`src/rtl/cpu_ctrl_if.sv`:
```
// Control bus between the instruction sequencer and the datapath:
// run/decode inputs towards the controller, registered strobes back.
interface cpu_ctrl_if;
  logic       ena;
  logic [2:0] opcode;
  logic       zero;
  logic       inc_pc;
  logic       load_pc;
  logic       load_acc;
  logic       load_ir;
  logic       rd;
  logic       wr;
  logic       datactl_ena;
  logic       halt;
  logic [2:0] step;

  // Datapath / clock-generator side: drives run and decode inputs
  modport master (
    output ena, opcode, zero,
    input  inc_pc, load_pc, load_acc, load_ir, rd, wr, datactl_ena, halt, step
  );

  // Controller side
  modport slave (
    input  ena, opcode, zero,
    output inc_pc, load_pc, load_acc, load_ir, rd, wr, datactl_ena, halt, step
  );
endinterface

```
`src/rtl/cpu_ctrl.sv`:
```
// Eight-step instruction sequencer for the accumulator CPU.
// Each enabled edge registers the strobes decoded for the current step and
// advances the step counter; ena low aborts back to step 0. HLT either parks
// the controller until reset (HALT_STICKY=1) or just pulses halt.
module cpu_ctrl #(
  parameter bit HALT_STICKY = 1'b1
) (
  input logic        sys_clk,
  input logic        rst_n,
  cpu_ctrl_if.slave  bus
);

  typedef enum logic [2:0] {
    S0, S1, S2, S3, S4, S5, S6, S7
  } step_e;

  typedef enum logic [2:0] {
    OP_HLT = 3'b000,
    OP_SKZ = 3'b001,
    OP_ADD = 3'b010,
    OP_AND = 3'b011,
    OP_XOR = 3'b100,
    OP_LDA = 3'b101,
    OP_STO = 3'b110,
    OP_JMP = 3'b111
  } opcode_e;

  typedef struct packed {
    logic inc_pc;
    logic load_pc;
    logic load_acc;
    logic load_ir;
    logic rd;
    logic wr;
    logic datactl_ena;
    logic halt;
  } strobes_t;

  step_e    step;
  logic     halted;
  strobes_t q;
  strobes_t d;
  opcode_e  op;
  logic     alu_op;

  assign op     = opcode_e'(bus.opcode);
  assign alu_op = (op == OP_ADD) || (op == OP_AND) || (op == OP_XOR) || (op == OP_LDA);

  // Strobe decode for the step about to be evaluated; opcode and zero only
  // influence the steps that reference them
  always_comb begin
    d = '0;
    case (step)
      S0: begin
        d.rd      = 1'b1;
        d.load_ir = 1'b1;
      end
      S1: begin
        d.rd      = 1'b1;
        d.load_ir = 1'b1;
        d.inc_pc  = 1'b1;
      end
      S2: ;
      S3: begin
        d.inc_pc = 1'b1;
        d.halt   = (op == OP_HLT);
      end
      S4: begin
        d.rd          = alu_op;
        d.load_pc     = (op == OP_JMP);
        d.datactl_ena = (op == OP_STO);
      end
      S5: begin
        d.rd          = alu_op;
        d.load_acc    = alu_op;
        d.inc_pc      = ((op == OP_SKZ) && bus.zero) || (op == OP_JMP);
        d.load_pc     = (op == OP_JMP);
        d.datactl_ena = (op == OP_STO);
        d.wr          = (op == OP_STO);
      end
      S6: begin
        d.rd          = alu_op;
        d.datactl_ena = (op == OP_STO);
      end
      S7: d.inc_pc = (op == OP_SKZ) && bus.zero;
      default: ;
    endcase
  end

  // Step counter, halt latch and registered strobes
  always_ff @(posedge sys_clk or negedge rst_n) begin
    if (!rst_n) begin
      step   <= S0;
      halted <= 1'b0;
      q      <= '0;
    end else if (halted) begin
      q      <= '0;
      q.halt <= 1'b1;
    end else if (!bus.ena) begin
      step <= S0;
      q    <= '0;
    end else begin
      q    <= d;
      step <= step_e'(step + 3'd1);
      if (HALT_STICKY && (step == S3) && (op == OP_HLT))
        halted <= 1'b1;
    end
  end

  assign bus.inc_pc      = q.inc_pc;
  assign bus.load_pc     = q.load_pc;
  assign bus.load_acc    = q.load_acc;
  assign bus.load_ir     = q.load_ir;
  assign bus.rd          = q.rd;
  assign bus.wr          = q.wr;
  assign bus.datactl_ena = q.datactl_ena;
  assign bus.halt        = q.halt;
  assign bus.step        = step;

endmodule

```
`src/flat_wrapper.sv`:
```
// flat-port wrapper written by rule: the top's interface ports become plain ports
module cpu_ctrl_flat 
#(
  parameter bit HALT_STICKY = 1'b1
)
  (sys_clk, rst_n, bus_ena, bus_opcode, bus_zero, bus_inc_pc, bus_load_pc, bus_load_acc, bus_load_ir, bus_rd, bus_wr, bus_datactl_ena, bus_halt, bus_step);
  cpu_ctrl_if bus_i ();
  input logic sys_clk;
  input logic rst_n;
  input wire logic [$bits(bus_i.ena)-1:0] bus_ena;
  input wire logic [$bits(bus_i.opcode)-1:0] bus_opcode;
  input wire logic [$bits(bus_i.zero)-1:0] bus_zero;
  output wire logic [$bits(bus_i.inc_pc)-1:0] bus_inc_pc;
  output wire logic [$bits(bus_i.load_pc)-1:0] bus_load_pc;
  output wire logic [$bits(bus_i.load_acc)-1:0] bus_load_acc;
  output wire logic [$bits(bus_i.load_ir)-1:0] bus_load_ir;
  output wire logic [$bits(bus_i.rd)-1:0] bus_rd;
  output wire logic [$bits(bus_i.wr)-1:0] bus_wr;
  output wire logic [$bits(bus_i.datactl_ena)-1:0] bus_datactl_ena;
  output wire logic [$bits(bus_i.halt)-1:0] bus_halt;
  output wire logic [$bits(bus_i.step)-1:0] bus_step;
  assign bus_i.ena = bus_ena;
  assign bus_i.opcode = bus_opcode;
  assign bus_i.zero = bus_zero;
  assign bus_inc_pc = bus_i.inc_pc;
  assign bus_load_pc = bus_i.load_pc;
  assign bus_load_acc = bus_i.load_acc;
  assign bus_load_ir = bus_i.load_ir;
  assign bus_rd = bus_i.rd;
  assign bus_wr = bus_i.wr;
  assign bus_datactl_ena = bus_i.datactl_ena;
  assign bus_halt = bus_i.halt;
  assign bus_step = bus_i.step;
  cpu_ctrl #(.HALT_STICKY(HALT_STICKY)) u_core (.sys_clk(sys_clk), .rst_n(rst_n), .bus(bus_i));
endmodule
```
`config.mk`:
```
export PLATFORM = sky130hd
export DESIGN_NAME = cpu_ctrl_flat
export DESIGN_NICKNAME = d
export VERILOG_FILES = /design/src/rtl/cpu_ctrl_if.sv /design/src/rtl/cpu_ctrl.sv /design/src/flat_wrapper.sv
export SDC_FILE = /design/constraint.sdc
export NUM_CORES = 1
export LEC_CHECK = 0
export CAP_MARGIN = 5
export CELL_PAD_IN_SITES_DETAIL_PLACEMENT = 1
export CELL_PAD_IN_SITES_GLOBAL_PLACEMENT = 1
export CORE_MARGIN = 10
export CORE_UTILIZATION = 32
export DETAILED_ROUTE_END_ITERATION = 10
export PLACE_DENSITY = 0.75
export SETUP_SLACK_MARGIN = 0.1
export SLEW_MARGIN = 40
export SYNTH_ARGS = -nofsm -noshare
export SYNTH_HDL_FRONTEND = slang
export SYNTH_SLANG_ARGS = --single-unit
```
`constraint.sdc`:
```
create_clock -name sys_clk -period 1.6 [get_ports sys_clk]
set_input_delay 0.24 -clock sys_clk [delete_from_list [all_inputs] [get_ports sys_clk]]
set_output_delay 0.24 -clock sys_clk [all_outputs]
set_load 0.01 [all_outputs]
```
---- Word-level counts from Yosys, hierarchy flattened ----
Cells that the tools add are included.
cells by class
  mux-type cells .......................... 14
  equal/unequal tests ..................... 13
  add/sub/neg operators ................... 1
  reduce and logical (&&, ||, !) cells .... 12
operators by type and width
  operator               number
  $eq A3 B3 Y1 const B   8
  $mux W8                2
  $eq A3 B2 Y1 const B   3
  $mux W1                9
  $eq A3 B1 Y1 const B   2
  $logic_not A3 Y1       2
  $reduce_or A2 Y1       3
  $logic_or A1 B1 Y1     4
  $add A3 B1 Y3 const B  1
  $mux W3                1
  $pmux W1 S3            1
  $reduce_or A3 Y1       1
  $logic_and A1 B1 Y1    2
  $pmux W1 S2            1
storage, ports and cells
  logic and storage cells ................. 50
  input port bits ......................... 7
  flip-flop bits (word level) ............. 12

---- Longest topological paths before layout ----
Gate-level depths: netlist (run 1).
  depth after elaboration ................. 7
  gate-level depth with buffers ........... 5
  mapped depth without buffers ............ 5

---- Least setup slack after synthesis (run 1) ----
OpenSTA, ideal clock, no wires.
  path type ............................... flip-flop to flip-flop
  start point ............................. register u_core.step[0] (netlist: u_core.bus.step[0])
  end point ............................... register u_core.q (netlist bit u_core.bus.inc_pc)
  stages on the path, launching flop included .. 6
  path buffers ............................ 0
  setup time .............................. 0.124 ns
  data arrival time ....................... 1.241 ns
  path slack .............................. 0.236 ns
  cell sequence ........................... dfrtp_1 > ha_1 > ha_1 > a21oi_1 > nor4_2 > o31a_1
on the way
  longest elaborated chain between the ends .. 5
  elaborated cells between the ends (all ways) .. 8
  classes of those cells .................. eq/ne (4); mux (3); reduce/logical (1)
ends and longest elaborated chain
  what                                          RTL line         text
  start: declaration                            cpu_ctrl.sv:39   step_e step;
  start signal: assignment                      cpu_ctrl.sv:104  step <= step_e'(step + 3'd1);
  $eq A3 B1 Y1 or $eq A3 B2 Y1 (tied branches)  cpu_ctrl.sv:53   case (step)
  $reduce_or A2 Y1 (no source line)             --
  $pmux W1 S3 (*)                               cpu_ctrl.sv:53
  $mux W8 (*)                                   cpu_ctrl.sv:99   end else if (!bus.ena) begin
  $mux W8 (*)                                   cpu_ctrl.sv:96   end else if (halted) begin
  end: declaration                              cpu_ctrl.sv:41   strobes_t q;
Mark *: on every way between the ends. The rest lies on a longest branch, timed or not.
A chain may end at the register's enable or synchronous reset.

---- Final worst setup path (run 1) ----
  start point ............................. register u_core.step[2] (netlist: u_core.bus.step[2])
  end point ............................... output port bus_step[2]
RTL lines
  what              RTL line            text
  end: declaration  flat_wrapper.sv:21  output wire logic [$bits(bus_i.step)-1:0] bus_step;
No word-level cell between the ends.

==> impl_metrics.tcl, run 1 <==
set metrics [dict create \
    outcome "finished, final reports clean" \
    p_switching_mw 0.125 \
    fin_crit_ns 1.41 \
    finalSetupTns_ns 0 \
    setup_viol 0 \
    comb_power_share 0.063 \
    place_hpwl_um 1070 \
    cts_sinks 11 \
    hold_violations 0 \
    cts_root_buffer "clkbuf_4" \
    path_cells "clkdlybuf4s50_1" \
    yosysWarnings 0 \
    clk_latency_ns 0.28 \
    synth.distinct_cells 22 \
    nets 82 \
    max-cap-violations 0 \
    met1_usage 0.0878 \
    dp.cells 79 \
    numCtsBuffers 3 \
    fin_cells 84 \
    diodes 0 \
    synth_edf_count 0 \
    path_buf_inv 1 \
    rsz0062_at_grt "true" \
    crit_fanout 2 \
    fin_crit_sh 0.884 \
    hold_class "in2async" \
    grt_usage 0.0824 \
    synth_fp_nets 59 \
    finalClockSkew_ns 0.000802 \
    design.portCount 18 \
    worstPathRequired_ns 1.36 \
    vias 431 \
    synthTopCellsByArea "dfrtp_1, ha_1, nand2_1" \
    power_switching_share 0.245 \
    cts_tree "done" \
    rows 14 \
    grt-busiest-layer "met2" \
    grt_pass1_wl_um 2260 \
    avgRoutedWirePerCell_um 17.0 \
    r2r_setup_slack_ns 0.19 \
    drtPass1Iterations 4 \
    ys_seq_area_frac 0.526 \
    drt_iter0_drc 9 \
    synth_area_um2 523 \
    slew_headroom 0.650 \
    antenna_found_initial 0 \
    die_w_um 60.4 \
    synth.most_common_cell "dfrtp_1" \
    clockBufferDepth 2 \
    synth_top_cell_area_share 0.526 \
    finalMaxSlewViolations 0 \
    cpLargestDelayFamily "buffers and inverters" \
    crit_path_end_kind "output pin" \
    grt_max_degree 12 \
    start_kind "flop" \
    synth_ff_type "dfrtp_1" \
    routabilityCongestion 0.790 \
    cts-htree-levels 1 \
    critPathMaxStageDelay_ns 0.53 \
    powerDensity_mw_per_mm2 670 \
    path_clk_slew_ns 0.08 \
    power_frac_clock 0.394 \
    routed_wl_um 1420 \
    tightest_slew_ns 0.523 \
    peakVddDrop_mv 0.336 \
    pwr-share-seq 0.543 \
    p_int_mw 0.386 \
    ant_nets 0 \
    die_area_mm2 0.00365 \
    synthTopCellsByCount "dfrtp_1, ha_1, nand2_1, inv_1" \
    crit_type "reg2out" \
    postSynthCellCount 46 \
    core_mm2 0.00152 \
    via_per_inst 5.13 \
    async_flop_share 1.00 \
    met3_usage 0.0355 \
    area_delta_synth_final_pct 45.9 \
    initial_core_util 0.343 \
    portBuffers 17 \
    syn_area_per_cell_um2 11.4 \
    synth_seq_cells 11 \
    drc 0 \
    leakage_nw 0.334 \
    grt.overflow.total 0 \
    crit_arrival_ns 1.17 \
    yosysTopAreaCell "dfrtp_1" \
    max_freq_mhz 707 \
    grtUsageMet2 0.138 \
    drive_gt1_frac 0.206 \
    grt_pass1_vias 474 \
    die_h_um 60.4 \
    slowest_stage "clkdlybuf4s50_1" \
]
## power groups by stage
stage,combinational (mW),sequential [mW],clock [mW]
6_report,0.0325,0.278,0.201
5_1_grt,0.0356,0.278,0.223
4_1_cts,0.0328,0.278,0.210
3_5_place_dp,0.0328,0.283,0
3_3_place_gp,0.0328,0.283,0
2_1_floorplan,0.00586,0.283,0
## routing by layer
| layer | vias to the layer above | routed length (um) |
|---|---|---|
| li1 | 205 | - |
| met1 | 208 | 618 |
| met2 | 15 | 654 |
| met3 | 3 | 128 |
| met4 | 0 | 23 |
| met5 | - | 0 |
## cells in the final DEF (no fill, tap or decap), drive strengths merged
cell type	Yosys	layout
buf	0	1
a21boi	1	1
a21oi	1	1
o41ai	1	1
nand2b	1	1
clkinv	0	1
nor4	2	2
o21ai	2	2
nor2	1	1
dfrtp	11	11
clkdlybuf4s50	0	14
o22ai	1	1
o311ai	1	1
o31a	1	1
o21bai	1	1
nor3	3	3
ha	6	6
xnor2	1	1
dlygate4sd2	0	2
nand2	5	5
dlymetal6s2s	0	1
inv	4	4
and2b	1	1
nand3	2	2
clkbuf	0	3
## registers in the layout (all words and copies together), names as in the netlist
signal                  count
u_core.bus.datactl_ena      1
u_core.bus.inc_pc           1
u_core.bus.load_ir          1
u_core.bus.load_pc          1
u_core.bus.load_acc         1
u_core.halted               1
u_core.bus.wr               1
u_core.bus.rd               1
u_core.bus.step             3
## timing repair
| item | in CTS | in global routing |
|---|---|---|
| buffers inserted | 1 | 0 |
| resized for setup | 5 | 3 |
| hold buffers | 0 | 0 |
| endpoints found under the setup margin | 3 | 3 |
| pin swaps | 0 | 0 |
## path summary, 6_finish.rpt
check | start | endpoint | cells after the start
setup / recovery | u_core.bus.step[2] | bus_step[2] | 1
hold / removal | rst_n | u_core.bus.wr | 1
setup reg to reg | u_core.bus.step[0] | u_core.bus.inc_pc | 5
hold reg to reg | u_core.bus.step[1] | u_core.bus.load_ir | 1
max in group asynchronous | rst_n | u_core.bus.step[0] | 1
min in group sys_clk | u_core.bus.step[1] | u_core.bus.load_ir | 1
## cells by family (layout without fill, tap and decap cells)
kind of cell	Yosys count	count (layout)	synth area share
AND/OR/NAND/NOR	15	15	0.165
buffers and inverters	4	26	0.0287
AO/OA/AOI/OAI	9	9	0.120
adder cells (fa/ha/maj)	6	6	0.144
flip-flops	11	11	0.526
XOR/XNOR	1	1	0.0167
## through the flow
stage	total power, mW	area, um2	hold WS [ns]	setup slack (ns)	util
6_report	0.512	763	0.301	0.186	0.501
5_1_grt	0.536	763	0.328	0.0990	0.501
4_1_cts	0.520	749	0.316	0.106	0.492
3_5_place_dp	0.316	713	0.543	0.142	0.468
3_3_place_gp	0.316	713	0.550	0.167	0.468
2_1_floorplan	0.289	523	-0.0556	0.236	-
## final cells by class
class,instances,area [um2]
Sequential cell,11,279
Multi-Input combinational cell,31,244
Tap cell,16,20.0
Timing Repair Buffer,18,178
Fill cell,172,761
Clock buffer,3,22.5
Inverter,4,15.0
Clock inverter,1,5.00
(Power assumes the default switching activity.)
==> inputs of run 2 (changes only) <==
--- a/config.mk
+++ b/config.mk
@@ -11,9 +11,9 @@
 export CORE_MARGIN = 10
 export CORE_UTILIZATION = 32
 export DETAILED_ROUTE_END_ITERATION = 10
+export HOLD_SLACK_MARGIN = 0.15
 export PLACE_DENSITY = 0.75
 export SETUP_SLACK_MARGIN = 0.1
-export SLEW_MARGIN = 40
 export SYNTH_ARGS = -nofsm -noshare
 export SYNTH_HDL_FRONTEND = slang
 export SYNTH_SLANG_ARGS = --single-unit
==> results of run 2 <==
No change in the layout: final DEF, timing and power equal those of run 1.
==> inputs of run 3 (changes only) <==
--- a/config.mk
+++ b/config.mk
@@ -5,7 +5,6 @@
 export SDC_FILE = /design/constraint.sdc
 export NUM_CORES = 1
 export LEC_CHECK = 0
-export CAP_MARGIN = 5
 export CELL_PAD_IN_SITES_DETAIL_PLACEMENT = 1
 export CELL_PAD_IN_SITES_GLOBAL_PLACEMENT = 1
 export CORE_MARGIN = 10
==> results of run 3 <==
No change in the layout: final DEF, timing and power equal those of run 1.
